$ cat src/rtl/imem_encoder_if.sv
// imem_encoder_if: request, memory-write and status signals of the instruction encoder
interface imem_encoder_if #(parameter int AW = 10);
    logic          in_valid;
    logic          in_ready;
    logic          restart;
    logic [4:0]    mnem;
    logic [4:0]    rs;
    logic [4:0]    rt;
    logic [4:0]    rd;
    logic [4:0]    shamt;
    logic [5:0]    funct;
    logic [15:0]   imm;
    logic [25:0]   target;
    logic          imem_we;
    logic [AW-1:0] imem_addr;
    logic [31:0]   imem_wdata;
    logic          err_illegal;
    logic          err_full;
    logic [AW:0]   count;
    modport master (
        output in_valid, restart, mnem, rs, rt, rd, shamt, funct, imm, target,
        input  in_ready, imem_we, imem_addr, imem_wdata, err_illegal, err_full, count
    );
    modport slave (
        input  in_valid, restart, mnem, rs, rt, rd, shamt, funct, imm, target,
        output in_ready, imem_we, imem_addr, imem_wdata, err_illegal, err_full, count
    );
endinterface

$ cat src/rtl/imem_encoder.sv
// imem_encoder: encodes MIPS instruction requests and writes them sequentially into instruction memory
module imem_encoder #(
    parameter int AW = 10
) (
    input logic            clk,
    input logic            rst,
    imem_encoder_if.slave  bus
);
    typedef enum logic [1:0] {IDLE, WRITE, FULL} state_t;
    state_t        state, nxt;
    logic [AW-1:0] addr;
    logic [AW:0]   cnt;
    logic [31:0]   word;
    logic [31:0]   enc;
    logic [5:0]    op;
    logic          err_ill;
    logic          accept;
    logic          illegal;
    assign illegal = bus.mnem > 5'd20;
    // opcode lookup and field packing for the selected instruction format
    always_comb begin
        op = 6'h00;
        case (bus.mnem)
            5'd1:           op = 6'h09;
            5'd2:           op = 6'h04;
            5'd3:           op = 6'h05;
            5'd4:           op = 6'h23;
            5'd5:           op = 6'h2B;
            5'd6:           op = 6'h0F;
            5'd7:           op = 6'h0A;
            5'd8:           op = 6'h0B;
            5'd9:           op = 6'h0C;
            5'd10:          op = 6'h0D;
            5'd11:          op = 6'h0E;
            5'd12:          op = 6'h28;
            5'd13:          op = 6'h20;
            5'd14:          op = 6'h24;
            5'd15:          op = 6'h02;
            5'd16:          op = 6'h03;
            5'd17, 5'd18:   op = 6'h01;
            5'd19:          op = 6'h07;
            5'd20:          op = 6'h06;
            default:        op = 6'h00;
        endcase
        enc = bus.mnem == 5'd0 ? {6'h00, bus.rs, bus.rt, bus.rd, bus.shamt, bus.funct} :
              (bus.mnem == 5'd15 || bus.mnem == 5'd16) ? {op, bus.target} :
              bus.mnem == 5'd17 ? {op, bus.rs, 5'd1, bus.imm} :
              bus.mnem >= 5'd18 ? {op, bus.rs, 5'd0, bus.imm} :
              {op, bus.mnem == 5'd6 ? 5'd0 : bus.rs, bus.rt, bus.imm};
    end
    // next state and interface outputs; restart always returns to IDLE, after finishing a write in progress
    always_comb begin
        accept          = bus.in_valid && state == IDLE && !bus.restart;
        nxt             = bus.restart ? IDLE :
                          state == WRITE ? (&addr ? FULL : IDLE) :
                          state == FULL ? FULL :
                          (accept && !illegal) ? WRITE : IDLE;
        bus.in_ready    = state == IDLE;
        bus.imem_we     = state == WRITE;
        bus.imem_addr   = addr;
        bus.imem_wdata  = state == WRITE ? word : 32'h0;
        bus.err_illegal = err_ill;
        bus.err_full    = state == FULL;
        bus.count       = cnt;
    end
    // state register, captured word, write address and word count
    always_ff @(posedge clk or posedge rst) begin
        if (rst) begin
            state   <= IDLE;
            addr    <= '0;
            cnt     <= '0;
            word    <= '0;
            err_ill <= 1'b0;
        end else begin
            state   <= nxt;
            err_ill <= accept && illegal;
            if (accept && !illegal) word <= enc;
            if (bus.restart) begin
                addr <= '0;
                cnt  <= '0;
            end else if (state == WRITE) begin
                addr <= addr + 1'b1;
                cnt  <= cnt + 1'b1;
            end
        end
    end
endmodule
$ cat src/flat_wrapper.sv
// flat-port wrapper written by rule: the top's interface ports become plain ports
module imem_encoder_flat 
#(
    parameter int AW = 10
)
  (clk, rst, bus_in_valid, bus_restart, bus_mnem, bus_rs, bus_rt, bus_rd, bus_shamt, bus_funct, bus_imm, bus_target, bus_in_ready, bus_imem_we, bus_imem_addr, bus_imem_wdata, bus_err_illegal, bus_err_full, bus_count);
  imem_encoder_if #(.AW(AW)) bus_i ();
  input logic clk;
  input logic rst;
  input wire logic [$bits(bus_i.in_valid)-1:0] bus_in_valid;
  input wire logic [$bits(bus_i.restart)-1:0] bus_restart;
  input wire logic [$bits(bus_i.mnem)-1:0] bus_mnem;
  input wire logic [$bits(bus_i.rs)-1:0] bus_rs;
  input wire logic [$bits(bus_i.rt)-1:0] bus_rt;
  input wire logic [$bits(bus_i.rd)-1:0] bus_rd;
  input wire logic [$bits(bus_i.shamt)-1:0] bus_shamt;
  input wire logic [$bits(bus_i.funct)-1:0] bus_funct;
  input wire logic [$bits(bus_i.imm)-1:0] bus_imm;
  input wire logic [$bits(bus_i.target)-1:0] bus_target;
  output wire logic [$bits(bus_i.in_ready)-1:0] bus_in_ready;
  output wire logic [$bits(bus_i.imem_we)-1:0] bus_imem_we;
  output wire logic [$bits(bus_i.imem_addr)-1:0] bus_imem_addr;
  output wire logic [$bits(bus_i.imem_wdata)-1:0] bus_imem_wdata;
  output wire logic [$bits(bus_i.err_illegal)-1:0] bus_err_illegal;
  output wire logic [$bits(bus_i.err_full)-1:0] bus_err_full;
  output wire logic [$bits(bus_i.count)-1:0] bus_count;
  assign bus_i.in_valid = bus_in_valid;
  assign bus_i.restart = bus_restart;
  assign bus_i.mnem = bus_mnem;
  assign bus_i.rs = bus_rs;
  assign bus_i.rt = bus_rt;
  assign bus_i.rd = bus_rd;
  assign bus_i.shamt = bus_shamt;
  assign bus_i.funct = bus_funct;
  assign bus_i.imm = bus_imm;
  assign bus_i.target = bus_target;
  assign bus_in_ready = bus_i.in_ready;
  assign bus_imem_we = bus_i.imem_we;
  assign bus_imem_addr = bus_i.imem_addr;
  assign bus_imem_wdata = bus_i.imem_wdata;
  assign bus_err_illegal = bus_i.err_illegal;
  assign bus_err_full = bus_i.err_full;
  assign bus_count = bus_i.count;
  imem_encoder #(.AW(AW)) u_core (.clk(clk), .rst(rst), .bus(bus_i));
endmodule
$ cat config.mk
export PLATFORM = sky130hd
export DESIGN_NAME = imem_encoder_flat
export DESIGN_NICKNAME = d
export VERILOG_FILES = /design/src/rtl/imem_encoder_if.sv /design/src/rtl/imem_encoder.sv /design/src/flat_wrapper.sv
export SDC_FILE = /design/constraint.sdc
export NUM_CORES = 1
export LEC_CHECK = 0
export CAP_MARGIN = 30
export CORE_ASPECT_RATIO = 0.5
export CORE_MARGIN = 2
export CORE_UTILIZATION = 35
export CTS_BUF_LIST = sky130_fd_sc_hd__clkbuf_8
export DETAILED_ROUTE_END_ITERATION = 10
export PLACE_DENSITY = 0.75
export SYNTH_ARGS = -nofsm -noshare
export SYNTH_HDL_FRONTEND = slang
export SYNTH_SLANG_ARGS = --single-unit
$ cat constraint.sdc
create_clock -name clk -period 2 [get_ports clk]
set_clock_uncertainty 0.2 [all_clocks]
set_input_delay 0.3 -clock clk [delete_from_list [all_inputs] [get_ports clk]]
set_output_delay 0.3 -clock clk [all_outputs]
set_load 0.03 [all_outputs]
==> reports/metrics.cfg <==
[outcome]
status=finished clean

[cells_and_area]
drive_gt1_share_pct=26.5
fin_nets=583
area_growth_pct=55.5
diodes=0
nFillCells=828

[min_path]
hp-class=primary input to asynchronous set/reset pin

[route]
vias=3152
drc=0
antenna_left=0
vias_per_cell=4.97
drt_wl_total_um=10000
dr.pass1.iters=4
dr.first_iter.drc_count=172
wl_per_cell_um=15.8

[grt]
grt_pass1_vias=3084
grt_use_total_pct=19.1
grt_pass1_wl_um=15800
grt_max_degree=56
grt-ovfl-total=0
antenna_found_initial=0

[worst_setup_path]
cp_data_required_time_ps=1500
r2r_cells=6
cp_max_fo=20
cp-start-kind=flop
cp.arrival_ps=1480
end_kind=output port
crit_type=flop to output port

[logic_synthesis]
synth-seq-cells=55
netlist_area_um2=3400
async_reset_ff_share_pct=100
syn_avg_cell_area_um2=9.54
seq_area_frac_synth_pct=40.5
synth_ff_type=dfrtp_1
syn-num-nets=440
postSynthCellCount=356
synth-edff-count=0
yosys_warnings=0
yosys.cell_types.count=45

[clock_network]
cts_sinks=55
ctsHoldBuffers=0
cts_buffers=5
htree_levels=2
clk_latency_ps=310
cts-root-buf=clkbuf_8
cts_tree=done
clockBufferDepth=2
clk_pin_slew_worst_paths_ps=90

[pwr]
leakage_uw=0.00241
peakVddDrop_mv=0.204
total_power_uw=2800
powerDensity_nw_per_um2=530

[flow_run]
cap_violations=0

[timing]
drv_slew=0
fmax_ghz=0.505
hold_viol_final=0
min_period_ps=1980
rsz0062_at_grt=true
timing.final.ws_setup_ps=18.0
setup_viol=0
fin_crit_sh_pct=99.1

[floorplanning]
rows=25
initial_utilization_pct=35.9
fp.coreArea_um2=9450
pin_count=134
die_area_um2=10600
die_w_um=143
die_y_um=73.7

[place]
dpl.hpwl_um=7130
gp_congestion=0.898
place_ws_ps=-577
port_buffers=132

flip-flops by register name, summed over array words and instances (netlist names):
name,flops
u_core.bus.count,11
u_core.bus.imem_addr,10
u_core.bus.err_illegal,1
u_core.word,31
u_core.state,2
power breakdown:
group / internal (uW) / switching [uW] / leakage [uW]
logic: 460 / 343 / 0.00166
registers: 1270 / 89.3 / 0.000706
clock network: 273 / 362 / 0.0000470
total: 2000 / 794 / 0.00241
worst max-delay path, cell delays in order, from the launching register on:
cell     delay [ps]
dfrtp_2         480
nor2b_4         200
buf_12          160
and2_1          180
buf_6           150
what timing repair did:
action	in CTS	in global routing
setup endpoints to repair	43	49
resized for setup	17	38
pin swaps	0	1
setup buffers	1	0
gates cloned	2	1
per-layer routing:
| layer | global-route usage, % | vias up | share of wire [%] |
|---|---|---|---|
| met2 | 33.0 | 82 | 50 |
| met1 | 25.4 | 1518 | 45 |
| met4 | 4.90 | 0 | 1.5 |
| li1 | - | 1539 | - |
| met5 | 0 | - | 0 |
| met3 | 3.19 | 13 | 3.8 |
area by class of cell:
cell class | count | area [um2] | area share [%]
multi-input cells | 263 | 1890 | 35.9
repair buffers | 166 | 1720 | 32.5
well taps | 135 | 169 | 3.20
clock inverters | 1 | 5.00 | 0.0948
inverters | 8 | 35.0 | 0.664
clock buffers | 6 | 82.6 | 1.56
flip-flops and latches | 55 | 1380 | 26.1
synth_stat cells (4+ instances only):
| master | instances | area share [%] |
|---|---|---|
| a21oi_1 | 4 | 0.59 |
| a22o_1 | 9 | 2.3 |
| a31oi_1 | 19 | 3.5 |
| and2_1 | 35 | 6.4 |
| and3_1 | 4 | 0.74 |
| buf_2 | 6 | 0.88 |
| clkbuf_1 | 16 | 1.8 |
| dfrtp_1 | 55 | 41 |
| ha_1 | 7 | 2.6 |
| inv_1 | 8 | 0.88 |
| mux2_2 | 29 | 9.6 |
| mux2i_1 | 5 | 1.5 |
| nand2_1 | 8 | 0.88 |
| nand3_1 | 23 | 3.4 |
| nand4_1 | 6 | 1.1 |
| nor2_1 | 33 | 3.6 |
| nor2_2 | 13 | 2.4 |
| nor2b_1 | 4 | 0.74 |
| o21ai_0 | 21 | 3.1 |
| xor2_1 | 16 | 4.1 |
placed cells by master (no fill, tap or decap), types with 5 or more instances in the layout:
master | netlist | routed
inv_1 | 8 | 5
buf_6 | 3 | 28
nor2_2 | 13 | 13
and2_1 | 35 | 33
clkdlybuf4s50_1 | 0 | 90
nand3_1 | 23 | 23
nand2_1 | 8 | 7
dlygate4sd2_1 | 0 | 5
ha_1 | 7 | 6
mux2i_1 | 5 | 5
xor2_1 | 16 | 16
clkbuf_8 | 0 | 6
a31oi_1 | 19 | 19
nand4_1 | 6 | 6
a22o_1 | 9 | 9
mux2_2 | 29 | 29
nor2_1 | 33 | 33
buf_4 | 3 | 31
o21ai_0 | 21 | 21
dfrtp_1 | 55 | 54
logic make-up after synthesis:
logic type	synth area share [%]
adder cells (fa/ha/maj)	2.58
AND/OR/NAND/NOR	24.0
buffers and inverters	5.75
flip-flops	40.5
AO/OA/AOI/OAI	11.3
other	0.110
multiplexers	11.1
XOR/XNOR	4.64
path summary, 6_finish.rpt:
path                                              from                             endpoint  slack [ps]
max                          u_core.state[1]$_DFF_PP0_                    bus_imem_wdata[4]          20
min in group clk           u_core.word[10]$_DFFE_PP0P_          u_core.word[10]$_DFFE_PP0P_         300
max in group asynchronous                          rst            u_core.state[1]$_DFF_PP0_        1200
min reg2reg                u_core.word[10]$_DFFE_PP0P_          u_core.word[10]$_DFFE_PP0P_         300
max reg2reg                  u_core.state[0]$_DFF_PP0_          u_core.word[18]$_DFFE_PP0P_         110
min                                                rst  u_core.bus.imem_addr[0]$_DFFE_PP0P_         140
per-stage QoR:
step | hold WS, ps | utilization, % | area, um2 | setup TNS (ps) | instances
after floorplan | 166 | - | 3430 | -202 | 356
after global placement | 258 | 52.3 | 4940 | -14810 | 623
after detailed placement | 285 | 52.3 | 4940 | -15550 | 623
after CTS | 162 | 54.1 | 5110 | 0 | 633
after global routing | 173 | 55.9 | 5280 | -635 | 634
final | 142 | 55.9 | 5280 | 0 | 634
Note: power is estimated with default switching activity, not from simulation.
